## src/rtl/arf028b032e2r2w0cbbehraa4acw_msff_pipe.sv

```systemverilog
// Elastic register pipeline: DEPTH valid/ready stages of DWIDTH bits with
// bubble collapse, synchronous flush and a popcount occupancy output.
module arf028b032e2r2w0cbbehraa4acw_msff_pipe #(
  parameter int DWIDTH     = 1,
  parameter int DEPTH      = 2,
  parameter bit RESET_DATA = 1'b1,
  parameter int CNTW       = (DEPTH > 0) ? $clog2(DEPTH + 1) : 1
) (
  input  logic              clk,
  input  logic              rst,
  input  logic              flush,
  input  logic              in_valid,
  output logic              in_ready,
  input  logic [DWIDTH-1:0] in_data,
  output logic              out_valid,
  input  logic              out_ready,
  output logic [DWIDTH-1:0] out_data,
  output logic [CNTW-1:0]   occupancy
);

  // Handshake: an entry moves across a port on a rising edge only when that
  // port's valid and ready are both high; valid never depends on ready.

  if (DEPTH == 0) begin : g_pass
    logic unused_clk_rst;
    assign unused_clk_rst = clk ^ rst;
    assign out_valid      = in_valid;
    assign out_data       = in_data;
    assign in_ready       = out_ready & ~flush;
    assign occupancy      = '0;
  end else begin : g_pipe
    logic [DEPTH-1:0]  v;
    logic [DWIDTH-1:0] d [DEPTH];
    logic [DEPTH-1:0]  rdy;

    // A stage can take a new entry if it or any stage downstream has a hole,
    // or the consumer is draining the last stage.
    always_comb begin : ready_chain
      logic acc;
      acc = out_ready;
      rdy = '0;
      for (int i = DEPTH - 1; i >= 0; i--) begin
        acc    = ~v[i] | acc;
        rdy[i] = acc;
      end
    end

    always_ff @(posedge clk) begin
      if (rst) begin
        v <= '0;
        if (RESET_DATA) begin
          for (int i = 0; i < DEPTH; i++) d[i] <= '0;
        end
      end else if (flush) begin
        v <= '0;
      end else begin
        if (rdy[0]) begin
          v[0] <= in_valid;
          if (in_valid) d[0] <= in_data;
        end
        // Data only moves with a valid entry so bubbles never toggle registers.
        for (int i = 1; i < DEPTH; i++) begin
          if (rdy[i]) begin
            v[i] <= v[i-1];
            if (v[i-1]) d[i] <= d[i-1];
          end
        end
      end
    end

    always_comb begin
      occupancy = '0;
      for (int i = 0; i < DEPTH; i++) occupancy = occupancy + CNTW'(v[i]);
    end

    assign in_ready  = rdy[0] & ~flush;
    assign out_valid = v[DEPTH-1];
    assign out_data  = d[DEPTH-1];
  end

endmodule

```

## config.mk

```make
export PLATFORM = sky130hd
export DESIGN_NAME = arf028b032e2r2w0cbbehraa4acw_msff_pipe
export DESIGN_NICKNAME = d
export VERILOG_FILES = /design/src/rtl/arf028b032e2r2w0cbbehraa4acw_msff_pipe.sv
export SDC_FILE = /design/constraint.sdc
export NUM_CORES = 1
export LEC_CHECK = 0
export CAP_MARGIN = 25
export CORE_AREA = 2 2 39 41
export CTS_CLUSTER_SIZE = 16
export DETAILED_ROUTE_END_ITERATION = 10
export DIE_AREA = 0 0 41 43
export GPL_TIMING_DRIVEN = 0
export MAX_ROUTING_LAYER = met4
export PLACE_DENSITY = 0.46
export REMOVE_ABC_BUFFERS = 1
export SYNTH_ARGS = -nofsm -noshare
export SYNTH_HDL_FRONTEND = slang
export SYNTH_SLANG_ARGS = --single-unit
export TNS_END_PERCENT = 50
```

## constraint.sdc

```tcl
create_clock -name clk -period 2.35 [get_ports clk]
set_input_delay 0.47 -clock clk [delete_from_list [all_inputs] [get_ports clk]]
set_output_delay 0.47 -clock clk [all_outputs]
set_load 0.1 [all_outputs]
```

### After elaboration in Yosys (flattened, before gate mapping)

Memory sizes are Yosys's and may differ from the RTL's.
Cells that the tools add are included.

| operators by class | value |
|---|---|
| reduce and logical (&&, ||, !) cells | 1 |
| bitwise gates (word level) | 8 |
| multiplexer cells | 14 |
| add/sub/neg operators | 1 |

Operators by type and width:

| operator | count |
|---|---|
| 2-to-1 mux 1 bit | 14 |
| bitwise OR 1 bit | 4 |
| NOT 1 bit | 3 |
| adder 1 x 1 -> 2 bit | 1 |
| OR reduction 2 bit | 1 |
| AND 1 bit | 1 |

| word-level totals | value |
|---|---|
| memories kept | 1 |
| RAM bits | 2 |
| flip-flop bits (word level) | 2 |

Memory list:

| name | words | bits a word | read ports | clocked after memory_dff | wr ports | line | text |
|---|---|---|---|---|---|---|---|
| g_pipe.d | 2 | 1 | 2 | 0 | 2 | 33 | `logic [DWIDTH-1:0] d [DEPTH];` |

### Logic depth before layout (Yosys ltp)

Gate-level depths: netlist of the first run.

| depth | value |
|---|---|
| depth after elaboration | 8 |
| gate-level depth with buffers | 2 |

### Least setup slack after synthesis of the first run

No wires, ideal clock.

| timing | value |
|---|---|
| path type | flip-flop to output port |
| start | register g_pipe.v[1] |
| end | output in_ready |
| buffers on the path | 0 |
| stages on the path, launching flop included | 3 |
| required time | 1.880 ns |
| path slack | -0.431 ns |
| data arrival time | 2.311 ns |
| cells stage by stage | dfxtp_1 > and3b_1 > nor2_1 |

| between the ends | value |
|---|---|
| word-level cells in the longest chain between the ends | 4 |

RTL lines:

| what | line | text |
|---|---|---|
| start: declaration | 32 | `logic [DEPTH-1:0] v;` |
| start signal: indexed assignment | 64 | `v[i] <= v[i-1];` |
| NOT 1 bit | 43 | `acc = ~v[i] \| acc;` |
| bitwise OR 1 bit (2 in a row) | 43 |  |
| AND 1 bit | 76 | `assign in_ready = rdy[0] & ~flush;` |
| end: declaration | 13 | `output logic in_ready,` |

No other way between the ends.

### Final worst setup path of the first run

| timing | value |
|---|---|
| start | input out_ready |
| end | output in_ready |

| between the ends | value |
|---|---|
| word-level cells in the longest chain between the ends | 3 |

RTL lines:

| what | line | text |
|---|---|---|
| start: declaration | 16 | `input logic out_ready,` |
| bitwise OR 1 bit (2 in a row) | 43 |  |
| AND 1 bit | 76 |  |

No other way between the ends.

==> results of run 1 <==
-- how the worst max path moves through the flow --
stage                      from  endpoint  depth (start not counted)
detailed placement    out_ready  in_ready                          4
finish                out_ready  in_ready                          4
CTS                   out_ready  in_ready                          4
global placement      out_ready  in_ready                          4
global route          out_ready  in_ready                          4
floorplan           g_pipe.v[1]  in_ready                          2
-- flip-flops by register name (all words and copies together), names as in the netlist --
register  cells
g_pipe.d      2
g_pipe.v      2
-- cell usage after synthesis --
cell type | n | share of area
o21ba_2 | 1 | 0.048
or2_4 | 1 | 0.042
a21oi_1 | 1 | 0.024
ha_1 | 1 | 0.061
a31o_2 | 1 | 0.042
dfxtp_1 | 2 | 0.19
o21bai_1 | 1 | 0.036
and3b_1 | 1 | 0.042
nand2b_1 | 2 | 0.061
inv_1 | 2 | 0.036
nor2_1 | 2 | 0.036
nor4b_1 | 2 | 0.085
edfxtp_1 | 2 | 0.29
-- repair_timing --
action                                  in CTS  in global routing
gates resized for setup                      5                  0
hold buffers                                 0                  0
endpoints found under the setup margin       3                  0
-- metrics by stage --
step | setup WS [ns] | TNS [ns]
floorplan | -0.431 | -0.442
global placement | -0.512 | -0.512
detailed placement | -0.520 | -0.520
CTS | 0.0593 | 0
global route | 0.00801 | 0
finish | 0.0631 | 0
-- tightest hold or removal path: cells and delay by family (launching register included) --
kind / cells / cell delay (ns)
AOI/OAI and AO/OA: 1 / 0.05
buffers and inverters: 1 / 0.06
DFF: 1 / 0.34
-- power by group through the flow --
stage / Combinational [uW] / Clock [uW] / Sequential [uW]
final: 49.1 / 97.9 / 78.6
after global routing: 51.5 / 105 / 79.1
after CTS: 49.4 / 102 / 78.6
after detailed placement: 50.3 / 0 / 79.8
after global placement: 50.2 / 0 / 79.7
after floorplan: 24.8 / 0 / 88.6
-- metal layers --
| layer | share of wire | GRT usage |
|---|---|---|
| met1 | 0.48 | 0.0841 |
| met5 | 0 | - |
| met3 | 0.14 | 0.0785 |
| met2 | 0.38 | 0.0688 |
| met4 | 0 | 0.0200 |
-- logic make-up after synthesis --
group / synth area share
AOI/OAI and AO/OA: 0.152
buffers and inverters: 0.0364
adders and majority gates: 0.0606
DFF: 0.485
and+or+nand+nor: 0.267
-- cell type report --
class | instances | share of cell area
repair buffers | 10 | 0.281
multi-input cells | 13 | 0.281
clock buffers | 4 | 0.0747
flip-flops and latches | 4 | 0.285
inverters | 2 | 0.0214
well taps | 16 | 0.0569
==> results.cfg, run 1 <==
[critical_path]
crit_arrival_ns = 1.82
critical-path-max-stage-delay_ns = 0.56
crit_path_max_fanout = 5
crit_family = buffers and inverters
reg2reg_from = g_pipe.v[0]
cp-start-kind = input port
cpMaxStageDelayCell = clkdlybuf4s15_2
path_buf_inv = 2
reg2regPathDepth = 2
end_kind = output port
crit_type = input port to output port
r2r-end = g_pipe.d[0][0]
path_cells = clkdlybuf4s50_1 > and3b_1 > nor2_1 > clkdlybuf4s15_2
r2r_setup_slack_ns = 1.32
worst_ep_required_time_ns = 1.88

[logic_synthesis]
ys_warn_count = 0
synth_cell_types = 13
ys_ff_latch = 4
synth_area_um2 = 206
syn_area_per_cell_um2 = 10.9
yosysSeqAreaShare = 0.485
synthCells = 19

[timing]
slew_viol_final = 0
worstMarginPinSlew_ns = 0.965
clock.fmax_ghz = 0.437
min_period_ns = 2.29
relSlewSlack = 0.355
finalSetupViolations = 0
finClkSkew_ns = 0.0134
period_share = 0.973
rsz0062_at_grt = no
fin_hold_ws_ns = 0.503
hold_violations = 0

[layout]
nFillCells = 152
layout_commonest_cell = clkdlybuf4s50_1
utilization = 0.254
final_cell_mix = clkdlybuf4s50_1, clkbuf_4
instances_no_fill = 49
areaGrowthSynthToFinish_pct = 70.3
fin_area_um2 = 352
final_nets = 41
n_antenna_cell = 0
drive_gt1_frac = 0.212
regArea_um2 = 100
multi_input_area_um2 = 98.8

[routing]
dr_total_vias = 192
drt_pass1_iterations = 2
wirelength_um = 449
ant_nets = 0
wire_per_inst_um = 9.16
drc = 0
drtIter0Drc = 1
via_per_inst = 3.92

[placed_design]
portBuffers = 10
placed_area_um2 = 327
place_inst = 45
gp_congestion = 0.652

[grt]
grtUsageTotal = 0.0680
grt_max_degree = 6
overflow = 0
grt_first_pass_wirelength_um = 731
antenna_found_initial = 0
grt_pass1_vias = 182

[power_and_ir_drop]
total_power_uw = 226
p_comb_frac = 0.218
pwr_density_cell_nw_per_um2 = 642
vdd_drop_max_mv = 0.226
seqPwrFrac = 0.349
clockPowerShare = 0.434
power.net_switching_uw = 67.2
cellLeakagePower_uw = 0.000147
internal_power_uw = 158
switching_share = 0.298

[cts]
cts.path.max_buffers = 2
path_clk_slew_ns = 0.03
root_buffer = clkbuf_4
htree_levels = 1
numCtsBuffers = 3
worst_skew_pair.late_latency_ns = 0.25
post-cts-setup-buffer-count = 0
clock_sinks = 4
cts_tree = yes

[min_path]
holdPathStages = 2
holdCritPathClass = register to register
hold_path_end = g_pipe.v[1]
min-delay-start = g_pipe.v[0]

[floorplanning]
die_h_um = 43
die_area_um2 = 1760
rows = 14
io_pins = 11
dieWidth_um = 41
start_util = 0.149
core_area_um2 = 1380

[run_status]
status = completed

[run]
maxCapViolations = 0
Power figures use the tool's default switching activity.
==> run 2: changes to the inputs <==
Settings changed: SLEW_MARGIN from default to 20.
==> results of run 2 <==
No change in the layout: final DEF, timing and power equal those of run 1.
==> run 3: changes to the inputs <==
Settings changed: TNS_END_PERCENT 50 to default.
==> results of run 3 <==
No change in the layout: final DEF, timing and power equal those of run 1.
